$ cat config.mk
export PLATFORM = sky130hd
export DESIGN_NAME = d_mem_arbiter
export DESIGN_NICKNAME = d
export VERILOG_FILES = /design/src/rtl/d_mem_arb_pkg.sv /design/src/rtl/rr_arbiter2.sv /design/src/rtl/d_mem_arbiter.sv
export SDC_FILE = /design/constraint.sdc
export NUM_CORES = 1
export LEC_CHECK = 0
export ABC_AREA = 1
export CAP_MARGIN = 15
export CORE_MARGIN = 3
export CORE_UTILIZATION = 38
export DETAILED_ROUTE_END_ITERATION = 10
export HOLD_SLACK_MARGIN = 0.05
export PLACE_DENSITY_LB_ADDON = 0.15
export SETUP_SLACK_MARGIN = 0.02
export SYNTH_ARGS = -nofsm -noshare
export SYNTH_HDL_FRONTEND = slang
export SYNTH_SLANG_ARGS = --single-unit
$ cat constraint.sdc
create_clock -name clock -period 4.8 [get_ports clock]
set_clock_uncertainty 0.2 [all_clocks]
set_input_delay 0.96 -clock clock [delete_from_list [all_inputs] [get_ports clock]]
set_output_delay 0.96 -clock clock [all_outputs]
set_load 0.01 [all_outputs]
$ cat src/rtl/d_mem_arb_pkg.sv
// Shared types and constants for the two-port data-memory arbiter.
package d_mem_arb_pkg;

    localparam int unsigned WORD_W = 32;

    localparam logic PORT_CPU = 1'b0;
    localparam logic PORT_AUX = 1'b1;

    typedef enum logic [1:0] {
        ST_IDLE   = 2'b00,
        ST_ACCESS = 2'b01,
        ST_RESP   = 2'b10
    } state_t;

    // Request payload captured from the winning port
    typedef struct packed {
        logic              we;
        logic [WORD_W-1:0] addr;
        logic [WORD_W-1:0] wdata;
    } mem_req_t;

endpackage

$ cat src/rtl/rr_arbiter2.sv
// Combinational two-way round-robin pick: on contention the port that did not win last time is chosen.
module rr_arbiter2 (
    input  logic [1:0] req,
    input  logic       last_grant,
    output logic       gnt,
    output logic       any
);

    always_comb begin
        any = |req;
        gnt = (req == 2'b11) ? ~last_grant : req[1];
    end

endmodule

$ cat src/rtl/d_mem_arbiter.sv
// Shares single-port d_mem between CPU (port 0) and debug/DMA loader (port 1).
// Optional address bounds check enabled by D_MEM_ARBITER_BOUNDS_CHECK_EN.
module d_mem_arbiter
    import d_mem_arb_pkg::*;
#(
    parameter int unsigned MEM_SIZE = 8
) (
    input  logic              clock,
    input  logic              reset,
    input  logic              req0,
    input  logic              req1,
    input  logic              we0,
    input  logic              we1,
    input  logic [WORD_W-1:0] addr0,
    input  logic [WORD_W-1:0] addr1,
    input  logic [WORD_W-1:0] wdata0,
    input  logic [WORD_W-1:0] wdata1,
    output logic              ack0,
    output logic              ack1,
    output logic [WORD_W-1:0] rdata0,
    output logic [WORD_W-1:0] rdata1,
    output logic              err0,
    output logic              err1,
    output logic [WORD_W-1:0] mem_address,
    output logic [WORD_W-1:0] mem_writeData,
    output logic              mem_memWrite,
    output logic              mem_memRead,
    input  logic [WORD_W-1:0] mem_readData
);

`ifdef D_MEM_ARBITER_BOUNDS_CHECK_EN
    localparam bit BOUNDS_EN = 1'b1;
`else
    localparam bit BOUNDS_EN = 1'b0;
`endif

    state_t   state;
    logic     last_grant;
    logic     gnt_q;
    logic     we_q;
    logic     oob_q;

    logic     gnt_c;
    logic     any_c;
    logic     oob_c;
    mem_req_t sel_c;

    rr_arbiter2 u_rr (
        .req        ({req1, req0}),
        .last_grant (last_grant),
        .gnt        (gnt_c),
        .any        (any_c)
    );

    // Winner's payload and its range check; with the check disabled oob_c folds to 0
    always_comb begin
        sel_c = (gnt_c == PORT_AUX) ? {we1, addr1, wdata1} : {we0, addr0, wdata0};
        oob_c = BOUNDS_EN && (sel_c.addr >= WORD_W'(MEM_SIZE));
    end

    // IDLE -> ACCESS -> RESP; memory strobes are only ever high in ACCESS
    always_ff @(posedge clock or posedge reset) begin
        if (reset) begin
            state         <= ST_IDLE;
            last_grant    <= PORT_AUX;
            gnt_q         <= PORT_CPU;
            we_q          <= 1'b0;
            oob_q         <= 1'b0;
            ack0          <= 1'b0;
            ack1          <= 1'b0;
            err0          <= 1'b0;
            err1          <= 1'b0;
            rdata0        <= '0;
            rdata1        <= '0;
            mem_address   <= '0;
            mem_writeData <= '0;
            mem_memWrite  <= 1'b0;
            mem_memRead   <= 1'b0;
        end else begin
            ack0 <= 1'b0;
            ack1 <= 1'b0;
            err0 <= 1'b0;
            err1 <= 1'b0;
            case (state)
                ST_IDLE: begin
                    if (any_c) begin
                        gnt_q         <= gnt_c;
                        last_grant    <= gnt_c;
                        we_q          <= sel_c.we;
                        oob_q         <= oob_c;
                        mem_address   <= sel_c.addr;
                        mem_writeData <= sel_c.wdata;
                        mem_memWrite  <= sel_c.we & ~oob_c;
                        mem_memRead   <= ~sel_c.we & ~oob_c;
                        state         <= ST_ACCESS;
                    end
                end
                ST_ACCESS: begin
                    if (!we_q) begin
                        if (gnt_q == PORT_AUX) rdata1 <= oob_q ? '0 : mem_readData;
                        else                   rdata0 <= oob_q ? '0 : mem_readData;
                    end
                    ack0          <= (gnt_q == PORT_CPU);
                    ack1          <= (gnt_q == PORT_AUX);
                    err0          <= oob_q && (gnt_q == PORT_CPU);
                    err1          <= oob_q && (gnt_q == PORT_AUX);
                    mem_address   <= '0;
                    mem_writeData <= '0;
                    mem_memWrite  <= 1'b0;
                    mem_memRead   <= 1'b0;
                    state         <= ST_RESP;
                end
                ST_RESP: begin
                    state <= ST_IDLE;
                end
                default: begin
                    mem_address   <= '0;
                    mem_writeData <= '0;
                    mem_memWrite  <= 1'b0;
                    mem_memRead   <= 1'b0;
                    state         <= ST_IDLE;
                end
            endcase
        end
    end

endmodule

======== Word level (Yosys, flattened, before mapping) ========
Index checks and enable logic that the tools add are counted.
cells by class
  reduce and logical (&&, ||, !) cells .... 6
  muxes and demuxes ....................... 14
  eq/ne operators ......................... 4
  bitwise gates (word level) .............. 5
operator list
  operator            number
  $pmux 32 s2         2
  $mux 65             1
  $mux 32             2
  $reduce_and 3->1    2
  $mux 1              5
  $not 1->1           5
  $eq 2x2->1 const B  2
  $pmux 1 s2          2
  $pmux 2 s2          1
  $reduce_and 2->1    2
  $eq 2x1->1 const B  1
  $logic_not 2->1     1
  $mux 2              1
  $ne 2x2->1 const B  1
  $reduce_or 2->1     1
storage, ports and cells
  output and inout bits ................... 134
  input bits .............................. 166
  flip-flop bits (word level) ............. 137
  word-level logic and storage cells ...... 41

======== Longest topological paths before layout ========
  depth in word-level cells ............... 6
  mapped depth ............................ 7
  depth with buffers taken out ............ 5

======== By module ========
From an unflattened synthesis, not the netlist that was laid out.
unflattened totals
  cell total of the unflattened synthesis .. 801
  area total of the unflattened synthesis .. 6152.2 um^2
modules (own cells, without submodules)
  module         area an instance (um^2)  seq. area each (um^2)  cells each  instances
  d_mem_arbiter  6137.1                   3429.5                 798         1
  rr_arbiter2    15.0                     0.0                    3           1

======== Worst setup path before layout ========
Ideal clock, no wire load.
  path type ............................... input -> register
  from .................................... input port req1
  to ...................................... register mem_address[27]
  data arrival time ....................... 1.730 ns
  buffers on the path ..................... 3
  setup time .............................. 0.118 ns
  setup slack ............................. 2.752 ns
  required time ........................... 4.482 ns
  stages .................................. 7
  cell sequence ........................... buf_2 > nor2_2 > nor2_4 > buf_6 > buf_4 > nand3_1 > nand2_1
on the way
  cells in the longest elaborated chain, start to end .. 5
  elaborated cells on any way between the ends .. 8
ends and longest elaborated chain
  what                  RTL line             RTL
  start, declared       d_mem_arbiter.sv:11  input logic req1,
  $eq 2x2->1            rr_arbiter2.sv:11    gnt = (req == 2'b11) ? ~last_grant : req[1];
  $mux 1                rr_arbiter2.sv:11
  $mux 65               d_mem_arbiter.sv:57  sel_c = (gnt_c == PORT_AUX) ? {we1, addr1, wdata1} : {we0, addr0, wdata0};
  $mux 32               d_mem_arbiter.sv:86  if (any_c) begin
  $pmux 32 s2           d_mem_arbiter.sv:84  case (state)
  end signal, assigned  d_mem_arbiter.sv:91  mem_address <= sel_c.addr;
  end, declared         d_mem_arbiter.sv:24  output logic [WORD_W-1:0] mem_address,
Parallel ways exist; a longest one is shown, timed or not. The select of a mux whose other input is x is not followed.
A chain may end at the register's enable or synchronous reset.

======== Worst setup path after layout ========
  from .................................... input port req0
  to ...................................... register mem_address[19]
on the way
  cells in the longest elaborated chain, start to end .. 5
  elaborated cells on any way between the ends .. 8
ends and longest elaborated chain
  what             RTL line             RTL
  start, declared  d_mem_arbiter.sv:10  input logic req0,
  $eq 2x2->1       rr_arbiter2.sv:11
  $mux 1           rr_arbiter2.sv:11
  $mux 65          d_mem_arbiter.sv:57
  $mux 32          d_mem_arbiter.sv:86
  $pmux 32 s2      d_mem_arbiter.sv:84
Parallel ways exist; a longest one is shown, timed or not. The select of a mux whose other input is x is not followed.

==> results.py <==
metrics = {
    "final_layout": {
        "seq_area_um2": 3430,
        "fin_area_um2": 10200,
        "instances_no_fill": 1343,
        "nFillCells": 1505,
        "fin_nets": 1276,
        "multi_input_area_um2": 2170,
        "antenna_cells": 0,
        "syn_to_final_growth_pct": 56.4,
        "drive_gt1_frac": 0.0481,
    },
    "logic_synthesis": {
        "synthesis.area_um2": 6490,
        "yosysUniqueCellTypes": 19,
        "synth-seq-cells": 137,
        "yosysWarnings": 0,
        "syn-instance-count": 839,
        "ys_seq_area_frac": 0.528,
        "avgSynthCellArea_um2": 7.74,
    },
    "route": {
        "wl_per_cell_um": 14.8,
        "first_pass_iters": 4,
        "vias_per_cell": 4.58,
        "drc": 0,
        "drt_iter0_markers": 403,
        "ant_nets": 0,
        "wl_um": 19800,
        "vias": 6154,
    },
    "critical_path": {
        "cp_max_fo": 47,
        "crit_required_ns": 4.91,
        "endpoint_kind": "flop",
        "crit_buf_inv": 2,
        "worstPathArrival_ns": 2.73,
        "crit_type": "in -> reg",
        "path_delay_family": "buffers and inverters",
        "max_stage_delay_ns": 0.57,
        "cp-start-kind": "primary input",
        "path_cells": "clkdlybuf4s50_1, nand2_2, nand2_2, buf_4, nand2_1, nand3_1, nand2_1",
        "cp_slowest_cell": "clkdlybuf4s50_1",
    },
    "hold_path": {
        "min_path_type": "reg -> reg",
    },
    "placement": {
        "dpl.hpwl_um": 13600,
        "io_buffers": 297,
        "dp_slack_ns": 1.72,
        "place_congestion": 0.835,
        "post_dp_cell_area_um2": 9570,
        "dp_cells": 1310,
    },
    "timing": {
        "rsz0062_at_grt": "no",
        "tightest_slew_ns": 0.728,
        "worst_slack_ns": 2.17,
        "setup_tns_ns": 0,
        "finalSetupViolations": 0,
        "slew_headroom": 0.514,
        "min_period_ns": 2.63,
        "hold_viol": 0,
        "worst_hold_slack_ns": 0.251,
        "max_freq_mhz": 381,
        "finalMaxSlewViolations": 0,
        "period_share": 0.547,
    },
    "cts": {
        "root_buffer": "clkbuf_16",
        "postCtsSetupBuffers": 0,
        "cts.repair.resized": 0,
        "cts_tree": "built",
        "clk_pin_slew_ns": 0.06,
        "htreeDepth": 4,
        "cts_buffers": 17,
        "cts_hold_buf": 0,
        "cts_buffer_depth": 2,
        "clock_latency_ns": 0.41,
        "cts.sinks": 137,
    },
    "job": {
        "max_cap_violations": 0,
    },
    "power": {
        "power.density_cell_area_nw_per_um2": 576,
        "vdd_drop_max_mv": 0.285,
        "p_leak_nw": 5.20,
    },
    "floorplan": {
        "start_util": 0.390,
        "die_h_um": 137,
        "io-pin-count": 300,
        "die-width_um": 137,
        "coreArea_um2": 16600,
        "dieArea_um2": 18700,
        "rows": 47,
    },
    "grt": {
        "grt_first_pass_wirelength_um": 31000,
        "grt_pass1_vias": 5936,
        "overflow": 0,
        "track_usage": 0.211,
        "grt_antenna_before_repair": 0,
        "grt_max_degree": 82,
    },
    "outcome": {
        "run_status": "finished clean",
    },
}
==> synth_stat cells <==
cell type,instances,share of area
nor2_4,1,0.0017
conb_1,1,0.00058
dfrtp_1,136,0.52
nand2_1,203,0.12
o21ai_1,65,0.050
buf_4,10,0.012
inv_2,1,0.00058
dfstp_2,1,0.0040
o21ai_0,2,0.0015
buf_2,26,0.020
nor2_2,2,0.0019
buf_1,4,0.0023
o21ai_2,1,0.0013
nand3_1,198,0.15
inv_1,166,0.096
clkbuf_1,16,0.0092
nand4_1,1,0.00096
nor2_1,4,0.0023
buf_6,1,0.0017
==> per-stage QoR <==
step	utilization	total power, mW
floorplan	-	3.19
global placement	0.575	4.60
finish	0.610	5.85
CTS	0.609	5.92
detailed placement	0.575	4.63
global route	0.610	6.26
==> per-layer routing <==
metal / global-route usage / vias up / wire length [µm] / share of wire
li1: - / 3129 / - / -
met1: 0.260 / 2808 / 8170 / 0.41
met2: 0.361 / 196 / 9830 / 0.50
met3: 0.0588 / 21 / 1490 / 0.075
met4: 0.0649 / 0 / 327 / 0.017
met5: 0 / - / 0 / 0
==> cells by family after synthesis <==
group / count (synthesis) / synth area share
simple gates: 409 / 0.277
other cells: 1 / 0.000577
compound gates: 68 / 0.0530
flops: 137 / 0.528
buf+inv: 224 / 0.141
==> power by group <==
part | leakage [nW] | switching [mW] | total [mW] | internal, mW
clock network | 0.267 | 0.535 | 1.26 | 0.725
registers | 1.72 | 0.273 | 1.95 | 1.68
logic | 3.22 | 1.32 | 2.64 | 1.32
total | 5.20 | 2.13 | 5.85 | 3.72
==> final timing paths <==
path                                       from  cells past startpoint                            end  slack, ns
min                           gnt_q$_DFFE_PP0P_                      1                 ack0$_DFF_PP0_       0.25
max in group asynchronous                 reset                      3  mem_writeData[13]$_DFFE_PP0P_       2.81
max                                        req0                      7    mem_address[19]$_DFFE_PP0P_       2.17
min in group asynchronous                 reset                      2         rdata1[22]$_DFFE_PP0P_       0.69
min reg2reg                   gnt_q$_DFFE_PP0P_                      1                 ack0$_DFF_PP0_       0.25
max reg2reg                state[0]$_DFFE_PP0P_                      6       mem_memWrite$_DFFE_PP0P_       2.42
==> worst register-to-register path: stages (launching register included) <==
cell,delay (ns)
dfrtp_1,0.37
inv_2,0.41
nand2_1,0.21
nor2_4,0.60
buf_12,0.30
nand3_1,0.16
nand2_1,0.07
==> final cells by class <==
| class | count | share of cell area |
|---|---|---|
| Clock buffer | 18 | 0.0423 |
| Multi-Input combinational cell | 479 | 0.213 |
| Timing Repair Buffer | 308 | 0.304 |
| Inverter | 167 | 0.0621 |
| Sequential cell | 137 | 0.338 |
| Tap cell | 220 | 0.0271 |
| Clock inverter | 14 | 0.0136 |
==> flip-flops by register name (all words and copies together) (netlist names), 2 cells and up <==
signal and count:
mem_address 32, mem_writeData 32, rdata0 32, rdata1 32, state 2
==> placed cells by master, fill, tap and decap left out, types with 2 or more instances in the layout <==
master           netlist  routed
nor2_1                 4       4
nand2_2                0       4
nand3_1              198     198
clkbuf_16              0      17
nand2_1              203     199
clkdlybuf4s50_1        0     296
buf_4                 10       8
buf_12                 0       3
o21ai_1               65      65
conb_1                 1       2
clkinvlp_4             0       5
dfrtp_1              136     136
o21ai_0                2       2
inv_1                166     165
inv_6                  0       6
nor2_2                 2       2
Note: power is estimated with default switching activity, not from simulation.
